--- config.mk ---
export PLATFORM = sky130hd
export DESIGN_NAME = fifo_wr_ctrl
export DESIGN_NICKNAME = d
export VERILOG_FILES = /design/src/rtl/fifo_wr_ctrl_pkg.sv /design/src/rtl/fifo_wr_pattern.sv /design/src/rtl/fifo_wr_ctrl.sv
export SDC_FILE = /design/constraint.sdc
export NUM_CORES = 1
export LEC_CHECK = 0
export ABC_AREA = 1
export ABC_CLOCK_PERIOD_IN_PS = 1200
export CELL_PAD_IN_SITES_DETAIL_PLACEMENT = 0
export CELL_PAD_IN_SITES_GLOBAL_PLACEMENT = 1
export CORE_MARGIN = 2
export CORE_UTILIZATION = 41
export CTS_CLUSTER_DIAMETER = 200
export DETAILED_ROUTE_END_ITERATION = 10
export DONT_BUFFER_PORTS = 1
export GPL_ROUTABILITY_DRIVEN = 0
export PLACE_DENSITY = 0.83
export SYNTH_ARGS = -nofsm -noshare
export SYNTH_HDL_FRONTEND = slang
export SYNTH_HIERARCHICAL = 1
export SYNTH_SLANG_ARGS = --single-unit
--- constraint.sdc ---
create_clock -name wr_clk -period 1.2 [get_ports wr_clk]
set_input_delay 0.12 -clock wr_clk [delete_from_list [all_inputs] [get_ports wr_clk]]
set_output_delay 0.12 -clock wr_clk [all_outputs]
set_load 0.02 [all_outputs]
--- src/rtl/fifo_wr_ctrl_pkg.sv ---
// fifo_wr_ctrl_pkg: shared constants for the FIFO write-burst controller.
//   - 2-bit FSM state encoding (IDLE/SETTLE/WRITE/DONE)
//   - data-generator modes, seeds and the 8-bit Fibonacci LFSR tap mask
package fifo_wr_ctrl_pkg;

  localparam int unsigned ST_W        = 2;
  localparam int unsigned BURST_CNT_W = 16;

  localparam logic [ST_W-1:0] ST_IDLE   = 2'd0;
  localparam logic [ST_W-1:0] ST_SETTLE = 2'd1;
  localparam logic [ST_W-1:0] ST_WRITE  = 2'd2;
  localparam logic [ST_W-1:0] ST_DONE   = 2'd3;

  localparam logic MODE_COUNT = 1'b0;
  localparam logic MODE_LFSR  = 1'b1;

  localparam logic [7:0] SEED_COUNT = 8'h00;
  localparam logic [7:0] SEED_LFSR  = 8'h01;

  // x^8 + x^6 + x^5 + x^4 + 1 -> feedback from bits 7,5,4,3
  localparam logic [7:0] LFSR_TAPS  = 8'hB8;

endpackage

--- src/rtl/fifo_wr_pattern.sv ---
// fifo_wr_pattern: write-data generator (incrementing count or Fibonacci LFSR).
//   wr_clk  : clock
//   rst     : asynchronous active-high reset, clears data to 0
//   load    : load the seed selected by mode
//   advance : step the generator by one word
//   mode    : 0 = count, 1 = LFSR
//   data    : registered generator output
module fifo_wr_pattern
  import fifo_wr_ctrl_pkg::*;
#(
  parameter int unsigned DATA_W = 8
) (
  input  logic              wr_clk,
  input  logic              rst,
  input  logic              load,
  input  logic              advance,
  input  logic              mode,
  output logic [DATA_W-1:0] data
);

  localparam logic [DATA_W-1:0] TAPS     = DATA_W'(LFSR_TAPS);
  localparam logic [DATA_W-1:0] SEED_CNT = DATA_W'(SEED_COUNT);
  localparam logic [DATA_W-1:0] SEED_LFS = DATA_W'(SEED_LFSR);

  logic [DATA_W-1:0] seed_c;
  logic [DATA_W-1:0] next_c;

  // Seed and successor word for the current mode
  always_comb begin
    seed_c = (mode == MODE_LFSR) ? SEED_LFS : SEED_CNT;
    if (mode == MODE_LFSR) begin
      // shift left, XOR of tapped bits feeds bit 0
      next_c = {data[DATA_W-2:0], ^(data & TAPS)};
    end else begin
      next_c = data + DATA_W'(1);
    end
  end

  // Data register; load has priority over advance
  always_ff @(posedge wr_clk or posedge rst) begin
    if (rst) begin
      data <= '0;
    end else if (load) begin
      data <= seed_c;
    end else if (advance) begin
      data <= next_c;
    end
  end

endmodule

--- src/rtl/fifo_wr_ctrl.sv ---
// fifo_wr_ctrl: waits for the (asynchronous) FIFO empty flag, lets the FIFO
// settle, then writes a burst of generated data until almost_full.
//   wr_clk       : write-domain clock
//   rst          : asynchronous active-high reset
//   empty        : FIFO empty flag, read-clock domain (synchronized here)
//   almost_full  : ends the burst; one more write is allowed in its slack
//   full         : used only to flag overflow
//   wr_rst_busy  : FIFO write-side reset in progress, aborts any burst
//   pattern_sel  : 0 = count, 1 = LFSR, latched when a burst is armed
//   fifo_wr_en   : registered write enable
//   fifo_wr_data : registered write data
//   burst_cnt    : number of completed bursts (wraps)
//   overflow_err : sticky write-while-full flag
module fifo_wr_ctrl
  import fifo_wr_ctrl_pkg::*;
#(
  parameter int unsigned DATA_W     = 8,
  parameter int unsigned SETTLE_CYC = 10
) (
  input  logic                   wr_clk,
  input  logic                   rst,
  input  logic                   empty,
  input  logic                   almost_full,
  input  logic                   full,
  input  logic                   wr_rst_busy,
  input  logic                   pattern_sel,
  output logic                   fifo_wr_en,
  output logic [DATA_W-1:0]      fifo_wr_data,
  output logic [BURST_CNT_W-1:0] burst_cnt,
  output logic                   overflow_err
);

  localparam int unsigned CNT_W = (SETTLE_CYC > 1) ? $clog2(SETTLE_CYC) : 1;
  localparam logic [CNT_W-1:0] SETTLE_LAST = CNT_W'(SETTLE_CYC - 1);

  logic             empty_d0;
  logic             empty_d1;
  logic [ST_W-1:0]  state;
  logic [ST_W-1:0]  state_nxt;
  logic [CNT_W-1:0] settle_cnt;
  logic [CNT_W-1:0] settle_cnt_nxt;
  logic             mode_q;
  logic             mode_nxt;
  logic             pat_load_c;
  logic             burst_done_c;

  // Two-flop synchronizer for the read-domain empty flag
  always_ff @(posedge wr_clk or posedge rst) begin
    if (rst) begin
      empty_d0 <= 1'b0;
      empty_d1 <= 1'b0;
    end else begin
      empty_d0 <= empty;
      empty_d1 <= empty_d0;
    end
  end

  // State, settle counter and latched pattern mode
  always_ff @(posedge wr_clk or posedge rst) begin
    if (rst) begin
      state      <= ST_IDLE;
      settle_cnt <= '0;
      mode_q     <= MODE_COUNT;
    end else begin
      state      <= state_nxt;
      settle_cnt <= settle_cnt_nxt;
      mode_q     <= mode_nxt;
    end
  end

  // Next-state logic; wr_rst_busy overrides everything, including almost_full
  always_comb begin
    state_nxt      = state;
    settle_cnt_nxt = settle_cnt;
    mode_nxt       = mode_q;
    pat_load_c     = 1'b0;
    burst_done_c   = 1'b0;
    if (wr_rst_busy) begin
      state_nxt      = ST_IDLE;
      settle_cnt_nxt = '0;
    end else begin
      case (state)
        ST_IDLE: begin
          if (empty_d1) begin
            state_nxt      = ST_SETTLE;
            settle_cnt_nxt = '0;
            mode_nxt       = pattern_sel;
          end
        end
        ST_SETTLE: begin
          if (settle_cnt == SETTLE_LAST) begin
            state_nxt      = ST_WRITE;
            settle_cnt_nxt = '0;
            pat_load_c     = 1'b1;
          end else begin
            settle_cnt_nxt = settle_cnt + CNT_W'(1);
          end
        end
        ST_WRITE: begin
          // the write in this cycle still lands inside the almost_full slack
          if (almost_full) begin
            state_nxt = ST_DONE;
          end
        end
        ST_DONE: begin
          state_nxt    = ST_IDLE;
          burst_done_c = 1'b1;
        end
        default: begin
          state_nxt = ST_IDLE;
        end
      endcase
    end
  end

  // Registered outputs
  always_ff @(posedge wr_clk or posedge rst) begin
    if (rst) begin
      fifo_wr_en   <= 1'b0;
      burst_cnt    <= '0;
      overflow_err <= 1'b0;
    end else begin
      fifo_wr_en <= (state_nxt == ST_WRITE);
      if (burst_done_c) begin
        burst_cnt <= burst_cnt + BURST_CNT_W'(1);
      end
      if (fifo_wr_en && full) begin
        overflow_err <= 1'b1;
      end
    end
  end

  // Data generator: seeded on entry to WRITE, stepped on every write
  fifo_wr_pattern #(
    .DATA_W (DATA_W)
  ) u_pattern (
    .wr_clk  (wr_clk),
    .rst     (rst),
    .load    (pat_load_c),
    .advance (fifo_wr_en),
    .mode    (mode_q),
    .data    (fifo_wr_data)
  );

endmodule

==> impl_metrics.ini, run 1 <==
[outcome]
status = complete, but fails checks
failed_checks = negative setup slack

[synthesis]
synth-edff-count = 0
synth_top_cell_by_area = dfrtp_1
synth_xor_xnor_area_share = 0.0598
post_synth_instance_area_sq_um = 1910
synth_cells = 235
synth-async-reset-ratio = 1.00
yosys_register_bits = 35
synth.area.mux_share = 0.00525
yosysWarnings = 6
synth_nets = 247
synth_simple_gate_area_frac = 0.298
yosysUniqueCellTypes = 27
ys.flop_type = dfrtp_1
synth.top_cell.area_share = 0.460
dominant_combinational_cell_family_by_area_after_synthesis = simple AND/OR/NAND/NOR gates
synthTopCellsByArea = dfrtp_1 46%, nand2_1 12%, inv_1 6.5%
synthesized_area_fraction_occupied_by_ao_oa_aoi_and_oai_cells = 0.0676
synth_adder_area_share = 0.0328
syn_area_per_cell_sq_um = 8.11
yosysSeqAreaShare = 0.460

[detailed_routing]
route.antenna.remaining_nets = 0
drc_errors = 0
totalWireLength_um = 4400
post_drt_wl_per_cell_um = 12.6
route.detailed.vias_per_inst = 4.81
via_count = 1682
detailed_route_iter0_violations = 72
detail_route.first_pass.iterations = 4

[placement]
numPortBuffers = 0
place_ws_ns = -0.0962
hpwlAfterDp_um = 3140

[clock_network]
clock_tree.root_cell = clkbuf_8
clock_sink_count = 35
clock_tree.buffer_depth = 2
tritoncts_clock_tree = done
path_clk_slew_ns = 0.07
deepest_level_of_the_cts_h_tree = 2
clk-insertion-delay-late_ns = 0.29
cts_inserted_buffers = 5

[worst_hold_path]
hold_path_class = in2reg

[job]
timing.max_cap.violations = 0

[critical_path]
timing.critical_path.from_type = flop
worst_path_max_delay_cell = dfrtp_1
worst_setup_path_endpoint = u_pattern/data[1]
critical-path-top-cell-by-count = nor2_4
setup.worst_path.end_class = flop
worstRegToRegCells = 6
maximum_net_fanout_on_the_critical_path = 6
slowest_cell_delay_on_critical_path_ns = 0.40
critical_path.cell_chain = buf_4, nand3_1, nor2_4, nor2_4, inv_2, o22ai_1
timing.setup.critical_path_class = reg2reg
critical_path.reg2reg.startpoint = state[0]
reg2reg_to = u_pattern/data[1]
worst_setup_path_startpoint = state[0]
worstPathArrival_ns = 1.47
regToRegSetupSlack_ns = -0.06
cp.required_ns = 1.41

[floorplanning]
pin_count = 33
dieWidth_um = 72.2
rows = 24
height_of_the_die_um = 72.2
floorplan.core_area_sq_um = 4410
start_util = 0.432
die-area_sq_um = 5210

[timing]
hold_viol_final = 0
post-route-worst-setup-slack_ns = -0.0621
unrepaired_setup_endpoints_after_global_routing = true
max_freq_mhz = 792
skew_ns = 0.00783
slew_headroom = 0.794
finalWorstPathRequiredPeriod_ns = 1.26
timing_max_transition_violations_final = 0
fin_crit_sh = 1.05
final-setup-viol-count = 17
worst_slew_pin_slew_ns = 0.308

[grt]
grt_remaining_overflow = 0
global_route.usage.total = 0.190
grt_max_degree = 18
global_route_wire_length_before_repair_um = 7470
grt_antenna_before_repair = 0
via_count_of_the_first_global_routing_pass = 1686

[layout]
drive_gt1_frac = 0.389
diodes = 0
final.fill_count = 376
most-common-layout-cells = 54 x nand2_1, 51 x buf_4, 30 x inv_1
final_common_cell = nand2_1
multiInputGateArea_sq_um = 1060
synthToLayoutAreaGrowth_pct = 41.8
ff_latch_area_sq_um = 888
finish.net_count = 309

[pwr]
power_density_nw_per_um2 = 931
leakagePower_uw = 0.00133
power.ir.vdd_worst_mv = 0.931
total_power_uw = 2520
worst min-delay path by stage:
| stage | from | endpoint | cells past startpoint |
|---|---|---|---|
| 4_1_cts | wr_rst_busy | mode_q | 3 |
| 6_report | wr_rst_busy | mode_q | 2 |
| 5_1_grt | wr_rst_busy | state[1] | 2 |
| 3_3_place_gp | rst | u_pattern/data[7] | 1 |
| 3_5_place_dp | rst | u_pattern/data[7] | 1 |
| 2_1_floorplan | rst | u_pattern/data[2] | 1 |
synth_stat cells, drive strengths merged (4+ instances only):
cell   number
a21oi       7
dfrtp      35
ha          5
inv        37
nand2      66
nand3      22
nand4       4
nor2       23
o21ai      11
o22ai       4
xnor2       7
xor2        6
worst max-delay path: cells and delay by family, from the launching register on:
kind | cells | cell delay, ns
compound gates | 1 | 0.15
buf+inv | 2 | 0.23
flops | 1 | 0.40
simple gates | 3 | 0.40
through the flow:
stage | cells | util | setup TNS [ns] | hold slack (ns) | area, sq um
after floorplan | 235 | - | -0.314 | -0.0646 | 1980
after global placement | 331 | 0.537 | -0.371 | -0.0128 | 2370
after detailed placement | 331 | 0.537 | -0.985 | -0.0187 | 2370
after CTS | 348 | 0.590 | -0.629 | 0.0562 | 2610
after global routing | 350 | 0.612 | -2.65 | 0.0808 | 2700
final | 350 | 0.612 | -0.526 | 0.0686 | 2700
layout make-up:
type | count | area share
clock buffers | 6 | 0.0306
clock inverters | 2 | 0.0130
inverters | 37 | 0.0514
multi-input cells | 162 | 0.392
flip-flops and latches | 35 | 0.329
well taps | 52 | 0.0241
repair buffers | 56 | 0.161
metal layers:
metal / part of all wire / global-route usage
met5: 0 / 0
met4: 0.016 / 0.0901
met3: 0.050 / 0.0542
met2: 0.52 / 0.315
met1: 0.42 / 0.228
logic make-up (layout without fill, tap and decap cells):
| kind of cell | Yosys count | in the layout |
|---|---|---|
| AOI/OAI and AO/OA | 24 | 24 |
| xor gates and xnor gates | 13 | 13 |
| adders and majority gates | 5 | 5 |
| buffers and inverters | 38 | 101 |
| DFF | 35 | 35 |
| muxes | 1 | 1 |
| and+or+nand+nor | 119 | 119 |
flip-flops by register name (all words and copies together) (netlist names):
register and flops:
overflow_err 1, empty_d0 1, fifo_wr_en 1, burst_cnt 16, u_pattern/data 8, empty_d1 1
settle_cnt 4, state 2, mode_q 1
where the power goes:
group	switching, uW	total [uW]	internal, uW
Combinational	111	191	80.1
Clock	437	1110	672
Sequential	18.5	1210	1200
what timing repair did:
item / in CTS / in global routing
hold endpoints to repair: 38 / 0
pin swaps: 6 / 19
hold buffers: 4 / 0
resized for setup: 14 / 18
cloned: 0 / 0
setup endpoints to repair: 22 / 26
buffers inserted: 5 / 3
Note: power is estimated with default switching activity, not from simulation.
==> run 2: changes to the inputs <==
--- a/config.mk
+++ b/config.mk
@@ -7,6 +7,7 @@
 export LEC_CHECK = 0
 export ABC_AREA = 1
 export ABC_CLOCK_PERIOD_IN_PS = 1200
+export CAP_MARGIN = 40
 export CELL_PAD_IN_SITES_DETAIL_PLACEMENT = 0
 export CELL_PAD_IN_SITES_GLOBAL_PLACEMENT = 1
 export CORE_MARGIN = 2
==> results of run 2 <==
Same layout as run 1: the final DEF is identical, and so are final timing and power.
==> run 3: changes to the inputs <==
--- a/config.mk
+++ b/config.mk
@@ -10,6 +10,7 @@
 export CAP_MARGIN = 40
 export CELL_PAD_IN_SITES_DETAIL_PLACEMENT = 0
 export CELL_PAD_IN_SITES_GLOBAL_PLACEMENT = 1
+export CORE_ASPECT_RATIO = 1.1
 export CORE_MARGIN = 2
 export CORE_UTILIZATION = 41
 export CTS_CLUSTER_DIAMETER = 200
==> impl_metrics.ini, run 3 (synthesis results as in run 1) <==
[outcome]
status = complete, but fails checks
failed_checks = negative setup slack

[clock_network]
tritoncts_clock_tree = done
clock_sink_count = 35
path_clk_slew_ns = 0.07
clock_tree.root_cell = clkbuf_8
clk-insertion-delay-late_ns = 0.29
deepest_level_of_the_cts_h_tree = 2
cts_inserted_buffers = 5
clock_tree.buffer_depth = 2

[critical_path]
timing.setup.critical_path_class = reg2reg
worst_setup_path_startpoint = settle_cnt[1]
worstRegToRegCells = 9
worstPathArrival_ns = 1.47
reg2reg_to = u_pattern/data[4]
setup.worst_path.end_class = flop
maximum_net_fanout_on_the_critical_path = 8
cp.required_ns = 1.37
critical_path.reg2reg.startpoint = settle_cnt[1]
regToRegSetupSlack_ns = -0.10
timing.critical_path.from_type = flop

[detailed_routing]
detailed_route_iter0_violations = 55
detail_route.first_pass.iterations = 4
route.detailed.vias_per_inst = 4.86
totalWireLength_um = 4340
route.antenna.remaining_nets = 0
drc_errors = 0
via_count = 1721
post_drt_wl_per_cell_um = 12.3

[timing]
post-route-worst-setup-slack_ns = -0.104
skew_ns = 0.00652
fin_crit_sh = 1.09
final-setup-viol-count = 24
hold_viol_final = 0
fin_tns_setup_ns = -0.995
slew_headroom = 0.772
max_freq_mhz = 767
worst_slew_pin_slew_ns = 0.341
timing_max_transition_violations_final = 0
finalWorstPathRequiredPeriod_ns = 1.30
unrepaired_setup_endpoints_after_global_routing = true

[worst_hold_path]
min_delay_path_depth = 2
hold_path_class = in2reg
hold_path_end = mode_q
holdCritStartpoint = wr_rst_busy

[placement]
place_ws_ns = -0.115
hpwlAfterDp_um = 3240
numPortBuffers = 0

[grt]
global_route_wire_length_before_repair_um = 7210
grt_antenna_before_repair = 0
global_route.usage.total = 0.177
grt_max_degree = 27
via_count_of_the_first_global_routing_pass = 1682
grt_remaining_overflow = 0

[layout]
final.fill_count = 422
drive_gt1_frac = 0.386
final_core_utilization = 0.583
finish.net_count = 309
diodes = 0
largest_register_ffs = 16
most-common-layout-cells = 55 x nand2_1, 50 x buf_4, 29 x inv_1
max_flop_register = burst_cnt
largestRegisters = burst_cnt (16), u_pattern/data (8), settle_cnt (4)
ff_latch_area_sq_um = 888
multiInputGateArea_sq_um = 1020
final_common_cell = nand2_1
synthToLayoutAreaGrowth_pct = 39.4

[pwr]
leakagePower_uw = 0.00131
power.ir.vdd_worst_mv = 0.628
power_density_nw_per_um2 = 889
total_power_uw = 2360

[floorplanning]
start_util = 0.418
dieWidth_um = 69
pin_count = 33
die-area_sq_um = 5210
rows = 26
height_of_the_die_um = 75.5
floorplan.core_area_sq_um = 4550

[job]
timing.max_cap.violations = 0
run 3: cell types whose count changed in the layout (fill, tap and decap cells not counted), sizes merged:
cell    before  now
clkinv       1    0
clkbuf       6    8
bufinv       1    0
run 3: what timing repair did:
item,in CTS,in global routing
hold buffers,4,0
gates resized for setup,11,16
setup endpoints to repair,20,29
pin swaps,1,11
hold endpoints to repair,38,0
setup buffers,3,3
run 3: worst max path at each step:
stage / end / cells past startpoint / slack, ns
2_1_floorplan: u_pattern/data[0] / 6 / -0.07
3_3_place_gp: u_pattern/data[0] / 9 / -0.05
3_5_place_dp: u_pattern/data[2] / 9 / -0.12
4_1_cts: u_pattern/data[2] / 9 / -0.09
5_1_grt: u_pattern/data[0] / 9 / -0.21
6_report: u_pattern/data[4] / 9 / -0.10
run 3: critical path: stages (launching register included):
cell	delay, ns
dfrtp_1	0.39
inv_2	0.08
ha_4	0.13
nand3_4	0.07
nor2_4	0.14
inv_2	0.06
nand2_4	0.12
a21oi_1	0.06
nand2_1	0.08
o21ai_1	0.07
run 3: stage by stage:
| step | instance area, sq um | instances | hold slack, ns |
|---|---|---|---|
| final | 2660 | 354 | 0.0802 |
| after detailed placement | 2380 | 336 | -0.135 |
| after global placement | 2380 | 336 | -0.135 |
| after floorplan | 1980 | 235 | -0.0646 |
| after global routing | 2660 | 354 | 0.100 |
| after CTS | 2580 | 351 | 0.0784 |
run 3: cell type report:
class | count | share of cell area
multi-input cells | 162 | 0.384
clock buffers | 8 | 0.0377
well taps | 56 | 0.0264
inverters | 37 | 0.0523
flip-flops and latches | 35 | 0.334
repair buffers | 56 | 0.165
run 3: metal layers:
metal  wire, um  vias to the layer above  GRT usage
met2       2190                       44      0.326
met4         66                        0     0.0654
li1           -                      866          -
met1       1820                      806      0.196
met5          0                        -          0
met3        260                        5     0.0542
run 3: where the power goes:
group / internal (uW) / switching (uW)
combinational: 86.2 / 115
clock: 524 / 420
sequential: 1200 / 19.5
